--- config.mk ---
export PLATFORM = sky130hd
export DESIGN_NAME = key_bounce_gen
export DESIGN_NICKNAME = d
export VERILOG_FILES = /design/src/rtl/key_bounce_gen.sv
export SDC_FILE = /design/constraint.sdc
export NUM_CORES = 1
export LEC_CHECK = 0
export ABC_AREA = 1
export CAP_MARGIN = 30
export CORE_MARGIN = 2
export CORE_UTILIZATION = 63
export CTS_BUF_LIST = sky130_fd_sc_hd__clkbuf_16
export CTS_CLUSTER_SIZE = 16
export DETAILED_ROUTE_END_ITERATION = 16
export DONT_BUFFER_PORTS = 1
export HOLD_SLACK_MARGIN = 0.08
export PLACE_DENSITY = 0.87
export SKIP_LAST_GASP = 1
export SYNTH_ARGS = -nofsm -noshare
export SYNTH_HDL_FRONTEND = slang
export SYNTH_SLANG_ARGS = --single-unit
--- constraint.sdc ---
create_clock -name clk_i -period 2.3 [get_ports clk_i]
set_clock_uncertainty 0.05 [all_clocks]
set_input_delay 0.46 -clock clk_i [delete_from_list [all_inputs] [get_ports clk_i]]
set_output_delay 0.46 -clock clk_i [all_outputs]
set_load 0.01 [all_outputs]
--- src/rtl/key_bounce_gen.sv ---
// Key press waveform generator: one start produces press bounce, stable hold,
// release bounce and a stable settle. Bounce segment k lasts STEP_CYCLES*(k+1)
// cycles, so the waveform is deterministic and repeatable.
module key_bounce_gen #(
  parameter int unsigned STEP_CYCLES      = 1,
  parameter int unsigned PRESS_GLITCHES   = 4,
  parameter int unsigned RELEASE_GLITCHES = 2,
  parameter int unsigned HOLD_CYCLES      = 1000,
  parameter int unsigned SETTLE_CYCLES    = 1000,
  parameter logic        PRESSED_LEVEL    = 1'b1
) (
  input  logic       clk_i,
  input  logic       rst_ni,
  input  logic       start_i,
  output logic       key_o,
  output logic       busy_o,
  output logic       done_o,
  output logic [7:0] edges_o
);

  localparam logic ReleasedLevel = ~PRESSED_LEVEL;

  // Counter sizing: the segment index reaches 2*glitches, the cycle counter
  // reaches one less than the longest segment, hold or settle length.
  localparam int unsigned MaxGlitches = (PRESS_GLITCHES > RELEASE_GLITCHES) ?
                                        PRESS_GLITCHES : RELEASE_GLITCHES;
  localparam int unsigned MaxSeg      = 2 * MaxGlitches;
  localparam int unsigned MaxBounce   = STEP_CYCLES * (MaxSeg + 1);
  localparam int unsigned MaxHs       = (HOLD_CYCLES > SETTLE_CYCLES) ?
                                        HOLD_CYCLES : SETTLE_CYCLES;
  localparam int unsigned MaxCyc      = (MaxBounce > MaxHs) ? MaxBounce : MaxHs;
  localparam int unsigned SegW        = (MaxSeg > 0) ? $clog2(MaxSeg + 1) : 1;
  localparam int unsigned CycW        = (MaxCyc > 1) ? $clog2(MaxCyc) : 1;

  localparam logic [SegW-1:0] PressLastSeg   = SegW'(2 * PRESS_GLITCHES);
  localparam logic [SegW-1:0] ReleaseLastSeg = SegW'(2 * RELEASE_GLITCHES);
  localparam logic [CycW-1:0] HoldLast       = CycW'(HOLD_CYCLES - 1);
  localparam logic [CycW-1:0] SettleLast     = CycW'(SETTLE_CYCLES - 1);

  typedef enum logic [2:0] {
    StIdle,
    StPress,
    StHold,
    StRelease,
    StSettle,
    StDone
  } state_e;

  state_e            state_q, state_d;
  logic [SegW-1:0]   seg_q, seg_d;
  logic [CycW-1:0]   cyc_q, cyc_d;
  logic              key_q, key_d;
  logic [7:0]        edges_q, edges_d;
  logic [CycW-1:0]   seg_last_cyc;
  logic              seg_end;

  // Last cycle index of the current bounce segment.
  assign seg_last_cyc = CycW'(STEP_CYCLES * (32'(seg_q) + 32'd1) - 32'd1);
  assign seg_end      = (cyc_q == seg_last_cyc);

  // State, counters and the registered key level.
  always_ff @(posedge clk_i or negedge rst_ni) begin
    if (!rst_ni) begin
      state_q <= StIdle;
      seg_q   <= '0;
      cyc_q   <= '0;
      key_q   <= ReleasedLevel;
      edges_q <= '0;
    end else begin
      state_q <= state_d;
      seg_q   <= seg_d;
      cyc_q   <= cyc_d;
      key_q   <= key_d;
      edges_q <= edges_d;
    end
  end

  // Sequencing through the segments, key level and edge counting.
  always_comb begin
    state_d = state_q;
    seg_d   = seg_q;
    cyc_d   = cyc_q;
    key_d   = key_q;
    edges_d = edges_q;

    unique case (state_q)
      StIdle: begin
        if (start_i) begin
          state_d = StPress;
          seg_d   = '0;
          cyc_d   = '0;
        end
      end
      StPress: begin
        if (seg_end) begin
          cyc_d = '0;
          if (seg_q == PressLastSeg) begin
            state_d = StHold;
            seg_d   = '0;
          end else begin
            seg_d = seg_q + 1'b1;
          end
        end else begin
          cyc_d = cyc_q + 1'b1;
        end
      end
      StHold: begin
        if (cyc_q == HoldLast) begin
          state_d = StRelease;
          seg_d   = '0;
          cyc_d   = '0;
        end else begin
          cyc_d = cyc_q + 1'b1;
        end
      end
      StRelease: begin
        if (seg_end) begin
          cyc_d = '0;
          if (seg_q == ReleaseLastSeg) begin
            state_d = StSettle;
            seg_d   = '0;
          end else begin
            seg_d = seg_q + 1'b1;
          end
        end else begin
          cyc_d = cyc_q + 1'b1;
        end
      end
      StSettle: begin
        if (cyc_q == SettleLast) begin
          state_d = StDone;
          cyc_d   = '0;
        end else begin
          cyc_d = cyc_q + 1'b1;
        end
      end
      StDone: begin
        state_d = StIdle;
      end
      default: begin
        state_d = StIdle;
      end
    endcase

    // Level is a function of where we land, so key_q is glitch-free.
    case (state_d)
      StPress:   key_d = seg_d[0] ? ReleasedLevel : PRESSED_LEVEL;
      StHold:    key_d = PRESSED_LEVEL;
      StRelease: key_d = seg_d[0] ? PRESSED_LEVEL : ReleasedLevel;
      default:   key_d = ReleasedLevel;
    endcase

    // The accepted start itself is the first edge of the sequence.
    if (state_q == StIdle && start_i) begin
      edges_d = 8'd1;
    end else if (key_d != key_q && edges_q != 8'hff) begin
      edges_d = edges_q + 8'd1;
    end
  end

  assign key_o   = key_q;
  assign busy_o  = (state_q == StPress) || (state_q == StHold) ||
                   (state_q == StRelease) || (state_q == StSettle);
  assign done_o  = (state_q == StDone);
  assign edges_o = edges_q;

endmodule
==> results.cfg <==
[power_and_ir_drop]
ir_worst_vdd_mv = 0.323
p_per_area_nw_per_um2 = 507
leakage_nw = 0.986
total_power_w = 0.000978

[yosys]
synth_area_leaders = dfrtp_1, nand2_1, nand3_1, inv_1, nand4_1
synth_edf_count = 0
synth_cell_types = 26
ys_ff_latch = 26
postSynthCellCount = 237
async_flop_share = 1.00
yosysMostFrequentCell = nand2_1
synthFlopType = dfrtp_1
synth_area_sq_um = 1770
synth.avg_cell_area_sq_um = 7.46
yosysSeqAreaShare = 0.368
synth.yosys.warnings = 0
synth_common_cells = nand2_1, inv_1, dfrtp_1, nand3_1, nor2_1
syn-num-nets = 244
yosys.area.top_type = dfrtp_1
synth_top_area_frac = 0.368

[placement]
gp_congestion = 0.863
place_ws_ps = 257
dpl.cell_count = 266
io_buffer_count = 0
detailed_place_hpwl_mm = 2.88

[clocking]
cts_sinks = 26
numCtsBuffers = 3
clk_pin_slew_worst_paths_ps = 70
cts-root-buf = clkbuf_16
htreeDepth = 1
cts_tree = done
cts_resized = 0
clk_path_buf_depth = 2
clk_latency_ps = 260

[die]
core-area_sq_um = 2710
start_util = 0.653
ios = 14
row_count = 19
dieWidth_um = 57.0
die_area_sq_um = 3250
die_h_um = 57.0

[routing]
vias = 1591
ant_nets = 0
finalWirelength_mm = 3.94
firstDrtPassIters = 4
wl_per_cell_um = 14.5
drc_errors = 0
first_iter_violations = 56
via_per_inst = 5.85

[grt]
use_met3 = 0.0317
grt_usage = 0.258
grt_overflow = 0
grt_pass1_wl_mm = 6.58
gr-usage-met1 = 0.335
busiest_layer = met2
grt_use_met2 = 0.433
grt_pass1_vias = 1525
grt_max_degree = 27
antenna_found_initial = 0

[timing]
fin_setup_tns_ps = 0
setup-violations-final = 0
finalHoldViolations = 0
setup_slack_ps = 224
fmax_mhz = 482
drv_slew = 0
finalCritPeriodShare = 0.902
maxSlewHeadroom = 0.762
rsz0062_at_grt = no
holdWs_ps = 557
period_needed_ps = 2080
tightest_slew_ps = 354

[final_layout]
fillers = 208
syn_to_final_growth_pct = 9.05
multi_input_area_sq_um = 962
fin_cells = 272
regArea_sq_um = 651
n_antenna_cell = 0
num-nets-final = 249
drive_gt1_frac = 0.149

[status]
status = finished, final reports clean

[setup_path]
arrival_ps = 2170
required_ps = 2390
crit_fanout = 8
cp-end-kind = flip-flop
start_kind = flip-flop
critPathKind = reg2reg

[flow_run]
drv_cap = 0

[min_path]
hp-class = in2reg
worst max-delay path, stage by stage (launching register included):
cell and delay, ps:
dfrtp_1 390, ha_1 220, nand2_1 90, nor2_1 110, nand2_1 140, a21oi_2 190
nand3_2 90, nand2_2 90, nand2_2 60, nand2_2 80, nand3_2 100, nand2_2 100
nand3_4 110, nand2_1 80, nand3_1 70
kinds of logic after synthesis:
logic type      Yosys count  share of synthesized area
compound gates           17                     0.0580
buf+inv                  39                     0.0884
fa+ha+maj                 4                     0.0283
simple gates            139                      0.398
flops                    26                      0.368
xor+xnor                 12                     0.0594
layout by cell type, fill, tap and decap left out:
cell / count
xnor2_1: 3
xor2_1: 9
buf_12: 1
a211o_1: 1
nand3_2: 7
nand2_2: 11
nor2_1: 20
a211oi_1: 2
nor3b_1: 1
dlygate4sd3_1: 1
inv_1: 28
a21oi_1: 3
bufinv_16: 1
o21ai_0: 6
clkinv_1: 1
nand4_1: 13
nor3_1: 6
clkbuf_16: 3
inv_2: 7
buf_4: 1
dfrtp_1: 26
a21oi_2: 1
nand2_4: 1
nand2_1: 52
nor2_4: 2
nand3_1: 25
nand3_4: 1
o22ai_1: 4
ha_1: 4
layer usage:
metal | vias to the layer above | wire [um]
li1 | 783 | -
met1 | 758 | 1730
met2 | 44 | 2000
met3 | 6 | 147
met4 | 0 | 62
met5 | - | 0
flip-flops by register name (all words and copies together), names as in the netlist:
signal,cells
key_o,1
seg_q,4
edges_o,8
state_q,3
cyc_q,10
power breakdown:
group	internal, W	switching (W)
clock network	0.000346	0.000161
logic	0.00000461	0.00000883
registers	0.000457	0
total	0.000808	0.000170
worst paths after layout:
kind / start / end / slack (ps) / cells past startpoint
max: cyc_q[0] / edges_o[0] / 220 / 14
min: start_i / seg_q[0] / 560 / 5
max reg2reg: cyc_q[0] / edges_o[0] / 220 / 14
min reg2reg: cyc_q[4] / cyc_q[4] / 560 / 2
max in group asynchronous: rst_ni / edges_o[6] / 1480 / 2
min in group asynchronous: rst_ni / edges_o[0] / 580 / 2
timing repair:
item	in CTS	in global routing
hold endpoints to repair	26	0
endpoints found under the setup margin	0	0
hold buffers	2	0
setup buffers	0	0
metrics by stage:
| step | utilization | instance area, sq um |
|---|---|---|
| floorplan | - | 1770 |
| CTS | 0.712 | 1930 |
| detailed placement | 0.662 | 1790 |
| global placement | 0.662 | 1790 |
| finish | 0.712 | 1930 |
| global route | 0.712 | 1930 |
area by class of cell:
class,count,area share
Inverter,36,0.0700
Clock inverter,1,0.0156
Multi-Input combinational cell,172,0.499
Tap cell,31,0.0201
Timing Repair Buffer,3,0.0195
Clock buffer,3,0.0389
Sequential cell,26,0.337
Note: power is estimated with default switching activity, not from simulation.
